==> config.mk <==
export PLATFORM = sky130hd
export DESIGN_NAME = ajuste_write_sched
export DESIGN_NICKNAME = d
export VERILOG_FILES = /design/src/rtl/ajuste_write_sched.sv
export SDC_FILE = /design/constraint.sdc
export NUM_CORES = 1
export LEC_CHECK = 0
export BUFFER_PORTS_ARGS = -buffer_cell sky130_fd_sc_hd__buf_2
export CAP_MARGIN = 20
export CELL_PAD_IN_SITES_DETAIL_PLACEMENT = 1
export CELL_PAD_IN_SITES_GLOBAL_PLACEMENT = 1
export CORE_AREA = 2 2 79 81
export DETAILED_ROUTE_END_ITERATION = 10
export DIE_AREA = 0 0 81 83
export HOLD_SLACK_MARGIN = 0.03
export PLACE_DENSITY_LB_ADDON = 0.1
export REMOVE_ABC_BUFFERS = 1
export SETUP_SLACK_MARGIN = 0.02
export SYNTH_ARGS = -nofsm -noshare
export SYNTH_HDL_FRONTEND = slang
export SYNTH_SLANG_ARGS = --single-unit
==> constraint.sdc <==
create_clock -name clk -period 2.4 [get_ports clk]
set_clock_uncertainty 0.15 [all_clocks]
set_input_delay 0.12 -clock clk [delete_from_list [all_inputs] [get_ports clk]]
set_output_delay 0.12 -clock clk [all_outputs]
set_load 0.02 [all_outputs]
==> src/rtl/ajuste_write_sched.sv <==
// ajuste_write_sched: commits the user-adjusted time to the RTC.
// A falling edge on sw_hora snapshots hour/min/sec/AM-PM, converts them to
// BCD and issues three ordered request/acknowledge register writes
// (seconds, minutes, hours). Handles ack timeout and commits arriving while busy.
// Optional build macro: AJUSTE_CLAMP_EN clamps out-of-range values at snapshot time.
//
// state  | meaning
// IDLE   | waiting for a commit
// LOAD   | snapshot inputs into BCD registers, clear err
// REQ    | wr_req high for field idx, waiting for wr_ack or timeout
// GAP    | one idle cycle between writes
// DONE   | done pulse, re-run if a commit arrived meanwhile
module ajuste_write_sched #(
  parameter int unsigned ACK_TIMEOUT = 255,
  parameter logic [7:0]  ADDR_SEG    = 8'h21,
  parameter logic [7:0]  ADDR_MIN    = 8'h22,
  parameter logic [7:0]  ADDR_HORA   = 8'h23
) (
  input  logic       clk,
  input  logic       rst,
  input  logic       sw_hora,
  input  logic [3:0] cont_hora,
  input  logic [5:0] cont_min,
  input  logic [5:0] cont_seg,
  input  logic       am_pm,
  output logic       wr_req,
  output logic [7:0] wr_addr,
  output logic [7:0] wr_data,
  input  logic       wr_ack,
  output logic       busy,
  output logic       done,
  output logic       err
);

  typedef enum logic [2:0] {S_IDLE, S_LOAD, S_REQ, S_GAP, S_DONE} state_t;

  localparam logic [7:0] ACK_LIMIT = 8'(ACK_TIMEOUT);

  state_t     state_q, state_d;
  logic [1:0] idx_q, idx_d;
  logic [7:0] cnt_q, cnt_d;
  logic       pend_q, pend_d;
  logic       err_q, err_d;
  logic       sw_hora_q;
  logic [7:0] seg_bcd_q, seg_bcd_d;
  logic [7:0] min_bcd_q, min_bcd_d;
  logic [7:0] hora_byte_q, hora_byte_d;
  logic       commit;
  logic [5:0] seg_eff, min_eff;
  logic [3:0] hora_eff;

  function automatic logic [7:0] bcd_byte(input logic [5:0] v);
    logic [2:0] tens;
    logic [3:0] units;
    tens  = 3'(v / 6'd10);
    units = 4'(v % 6'd10);
    return {1'b0, tens, units};
  endfunction

  // Hours are at most 15, so a single tens bit is enough.
  function automatic logic [4:0] bcd_hora(input logic [3:0] v);
    logic       tens;
    logic [3:0] units;
    tens  = 1'(v / 4'd10);
    units = 4'(v % 4'd10);
    return {tens, units};
  endfunction

  assign commit = sw_hora_q & ~sw_hora;

  // Values presented to the snapshot, optionally clamped to the legal range.
  always_comb begin
`ifdef AJUSTE_CLAMP_EN
    seg_eff  = (cont_seg > 6'd59) ? 6'd59 : cont_seg;
    min_eff  = (cont_min > 6'd59) ? 6'd59 : cont_min;
    hora_eff = ((cont_hora == 4'd0) || (cont_hora > 4'd12)) ? 4'd12 : cont_hora;
`else
    seg_eff  = cont_seg;
    min_eff  = cont_min;
    hora_eff = cont_hora;
`endif
  end

  // State and datapath registers.
  always_ff @(posedge clk or negedge rst) begin
    if (!rst) begin
      state_q     <= S_IDLE;
      idx_q       <= 2'd0;
      cnt_q       <= 8'd0;
      pend_q      <= 1'b0;
      err_q       <= 1'b0;
      sw_hora_q   <= 1'b0;
      seg_bcd_q   <= 8'h00;
      min_bcd_q   <= 8'h00;
      hora_byte_q <= 8'h00;
    end else begin
      state_q     <= state_d;
      idx_q       <= idx_d;
      cnt_q       <= cnt_d;
      pend_q      <= pend_d;
      err_q       <= err_d;
      sw_hora_q   <= sw_hora;
      seg_bcd_q   <= seg_bcd_d;
      min_bcd_q   <= min_bcd_d;
      hora_byte_q <= hora_byte_d;
    end
  end

  // Next-state logic: sequencing, ack timeout, pending re-run and snapshot.
  always_comb begin
    state_d     = state_q;
    idx_d       = idx_q;
    cnt_d       = cnt_q;
    pend_d      = pend_q;
    err_d       = err_q;
    seg_bcd_d   = seg_bcd_q;
    min_bcd_d   = min_bcd_q;
    hora_byte_d = hora_byte_q;

    if (commit && (state_q != S_IDLE)) pend_d = 1'b1;

    case (state_q)
      S_IDLE: begin
        if (commit) begin
          state_d = S_LOAD;
          err_d   = 1'b0;
        end
      end
      S_LOAD: begin
        seg_bcd_d   = bcd_byte(seg_eff);
        min_bcd_d   = bcd_byte(min_eff);
        hora_byte_d = {am_pm, 2'b00, bcd_hora(hora_eff)};
        err_d       = 1'b0;
        idx_d       = 2'd0;
        cnt_d       = 8'd0;
        state_d     = S_REQ;
      end
      S_REQ: begin
        if (wr_ack) begin
          cnt_d   = 8'd0;
          state_d = (idx_q == 2'd2) ? S_DONE : S_GAP;
        end else if ((cnt_q + 8'd1) == ACK_LIMIT) begin
          // Abort: the whole sequence is dropped, including any queued re-run.
          cnt_d   = 8'd0;
          err_d   = 1'b1;
          pend_d  = 1'b0;
          state_d = S_IDLE;
        end else begin
          cnt_d = cnt_q + 8'd1;
        end
      end
      S_GAP: begin
        idx_d   = idx_q + 2'd1;
        cnt_d   = 8'd0;
        state_d = S_REQ;
      end
      S_DONE: begin
        // A commit landing on the DONE cycle itself joins the pending re-run.
        if (pend_q || commit) begin
          pend_d  = 1'b0;
          state_d = S_LOAD;
        end else begin
          state_d = S_IDLE;
        end
      end
      default: state_d = S_IDLE;
    endcase
  end

  // Outputs decoded from registered state; address/data held while wr_req is high.
  always_comb begin
    wr_req  = (state_q == S_REQ);
    busy    = (state_q != S_IDLE);
    done    = (state_q == S_DONE);
    err     = err_q;
    wr_addr = 8'h00;
    wr_data = 8'h00;
    if (state_q == S_REQ) begin
      case (idx_q)
        2'd0: begin
          wr_addr = ADDR_SEG;
          wr_data = seg_bcd_q;
        end
        2'd1: begin
          wr_addr = ADDR_MIN;
          wr_data = min_bcd_q;
        end
        default: begin
          wr_addr = ADDR_HORA;
          wr_data = hora_byte_q;
        end
      endcase
    end
  end

endmodule

==> results_dict.tcl <==
set metrics [dict create \
    status "completed" \
    drc 0 \
    hp-class "in -> reg" \
    netlist_top_cells_area "dfrtp_1 (38%), nand2_1 (7.7%), o21ai_0 (5.9%), ha_1 (4.7%), nor2_1 (3.8%)" \
    post_drt_wl_per_cell_um 14.53 \
    syn_area_mm2 0.002392 \
    rsz0062_at_grt "no" \
    setup_violations 0 \
    synth_mux_area_frac 0.01778 \
    synth_compound_area_frac 0.2380 \
    clk_pin_slew_worst_paths_ns 0.07 \
    cts_buffer_depth 2 \
    crit_arrival_ns 2.24 \
    vias 2146 \
    crit_type "in -> reg" \
    nFillCells 738 \
    critPathCaptureType "flop" \
    ys.flop_type "dfrtp_1" \
    cts_root_buf "clkbuf_8" \
    layout.nets 354 \
    grt_max_degree 37 \
    synth_top_area_share 0.3766 \
    synth_async_sr_flop_share 1.000 \
    syn_area_per_cell_um2 8.424 \
    rows 28 \
    portBuffers 35 \
    design_area_mm2 0.002795 \
    cellPowerDensity_mw_per_mm2 968.0 \
    num_antenna_cells 0 \
    dr.first_iter.drc_count 48 \
    htree_levels 2 \
    path_max_fanout 8 \
    dp_hpwl_um 4172 \
    area_growth_pct 16.84 \
    leakagePower_nw 1.270 \
    yosys.area_share.adder 0.04707 \
    cap_violations 0 \
    synth_top_family_by_area "compound AO/OA/AOI/OAI gates" \
    slew-limit-headroom 0.4553 \
    dr.pass1.iters 4 \
    period_minus_slack_ns 2.184 \
    grt_pass1_wl_um 9784 \
    yosys.area_share.xor_xnor 0.02197 \
    cp_slowest_stage_delay_ns 0.51 \
    yosysWarnings 0 \
    die_y_um 83 \
    totalWireLength_um 5813 \
    clock_latency_ns 0.29 \
    clock_sinks 36 \
    hold_viol_final 0 \
    grt_pass1_vias 2081 \
    grt.overflow.total 0 \
    yosysSeqAreaShare 0.3766 \
    yosys.area.top_type "dfrtp_1" \
    ios 41 \
    synth_edf_count 0 \
    startpoint_type "primary input" \
    cp.required_ns 2.46 \
    worst_pin_slew_ns 0.8171 \
    slew_viol_final 0 \
    postRouteAntennaNets 0 \
    initial_utilization 0.4114 \
    cp_slowest_cell "dlygate4sd3_1" \
    die_w_um 81 \
    gp_congestion 0.7314 \
    via_per_inst 5.365 \
    yosys.area_share.simple 0.2259 \
    numCtsBuffers 5 \
    grt_usage 0.1825 \
    die-area_mm2 0.006723 \
    place_area_mm2 0.002592 \
    fin_setup_tns_ns 0 \
    coreArea_mm2 0.005816 \
    grt_antenna_before_repair 0 \
    fmax_ghz 0.4579 \
    ys_seq_elements 36 \
    drive_gt1_frac 0.1846 \
    cts_tree "yes" \
    crit_chain "dlygate4sd3_1, buf_2, nand2b_4, o22ai_1, mux2i_1, ha_1, or3_1, o311ai_0, o21ai_0, a41oi_1" \
    peakVddDrop_mv 0.4009 \
    yosysUniqueCellTypes 58 \
    synthesis.instances 284 \
    timing.final.crit_share 0.9099 \
]
[what timing repair did]
action	4_1_cts	5_1_grt
buffers inserted	0	0
hold buffers	10	0
endpoints found under the hold margin	46	0
setup endpoints to repair	0	2
gates resized for setup	0	2
[worst paths after layout]
path	start	to	slack, ns	cells after the start
min in group asynchronous	rst	hora_byte_q[4]$_DFFE_PN0N_	0.30	2
max in group asynchronous	rst	min_bcd_q[1]$_DFFE_PN0N_	1.28	2
hold reg to reg	hora_byte_q[7]$_DFFE_PN0N_	hora_byte_q[7]$_DFFE_PN0N_	0.33	2
hold / removal	cont_seg[1]	seg_bcd_q[1]$_DFFE_PN0N_	0.05	3
setup / recovery	cont_seg[5]	seg_bcd_q[3]$_DFFE_PN0N_	0.22	10
setup reg to reg	cnt_q[0]$_DFFE_PN0P_	cnt_q[6]$_DFFE_PN0P_	0.25	6
[through the flow]
| stage | util | hold WS (ns) | total power [mW] | worst slack (ns) | instances |
|---|---|---|---|---|---|
| global placement | 0.4458 | 0.09103 | 2.227 | 0.2684 | 382 |
| global route | 0.4806 | 0.07841 | 2.944 | 0.05053 | 400 |
| CTS | 0.4789 | 0.04931 | 2.739 | 0.1454 | 400 |
| finish | 0.4806 | 0.05153 | 2.706 | 0.2162 | 400 |
| detailed placement | 0.4458 | 0.09237 | 2.257 | 0.2343 | 382 |
| floorplan | - | -0.3256 | 1.804 | 0.4708 | 268 |
[report_power, final]
group	total [mW]	internal [mW]	leakage, nW	switching (mW)
Combinational	1.26	0.472	0.766	0.792
Clock	0.456	0.229	0.0510	0.227
Sequential	0.986	0.819	0.452	0.166
Total	2.71	1.52	1.27	1.19
[cell usage after synthesis, drive strengths merged (3+ instances only)]
master	n
a22oi	10
nor3b	4
inv	15
clkbuf	4
nand2	50
nand3	5
dfrtp	36
buf	16
o311ai	4
or2	3
a31oi	3
and3	4
xnor2	4
a21oi	12
ha	9
nor2b	9
o21ai	29
nor2	24
nand2b	5
[sequential cells by signal (all words and copies together) (netlist names)]
name	flops
state_q	3
min_bcd_q	7
cnt_q	8
seg_bcd_q	7
hora_byte_q	6
idx_q	2
pend_q	1
err	1
sw_hora_q	1
[layout by cell type, fill, tap and decap left out, types with 9 or more instances in the layout]
master         synthesis  layout
nand2_1               49      49
dfrtp_1               36      36
buf_2                  7      35
o21ai_0               28      28
nor2_1                24      23
inv_1                 15      15
a21oi_1               12      12
a22oi_1               10      10
dlygate4sd3_1          0      10
nor2b_1                9       9
ha_1                   9       9
[final cells by class]
class                   instances  area (um2)  area share
multi-input cells             217        1346      0.4816
flip-flops and latches         36       900.9      0.3223
repair buffers                 49       305.3      0.1092
well taps                      75       93.84     0.03357
clock buffers                   6       82.58     0.02954
inverters                      15       56.30     0.02014
clock inverters                 2       10.01    0.003581
[critical path: cells and delay by family]
family | cells | cell delay [ns]
buffers and inverters | 2 | 0.71
multiplexers | 1 | 0.10
AND/OR/NAND/NOR | 2 | 0.44
AO/OA/AOI/OAI | 4 | 0.62
adder cells (fa/ha/maj) | 1 | 0.23
[logic make-up after synthesis]
group                      Yosys count
xor gates and xnor gates             6
muxes                                4
other                                1
AOI/OAI and AO/OA                   81
DFF                                 36
adders and majority gates            9
buffers and inverters               35
and+or+nand+nor                    112
[routing by layer]
| layer | GRT usage | vias up | part of all wire | routed length (um) |
|---|---|---|---|---|
| li1 | - | 1063 | - | - |
| met1 | 0.2479 | 1041 | 0.47 | 2758 |
| met2 | 0.2930 | 36 | 0.48 | 2782 |
| met3 | 0.02935 | 6 | 0.032 | 186 |
| met4 | 0.06009 | 0 | 0.015 | 85 |
| met5 | 0 | - | 0 | 0 |
Power figures use the tool's default switching activity.
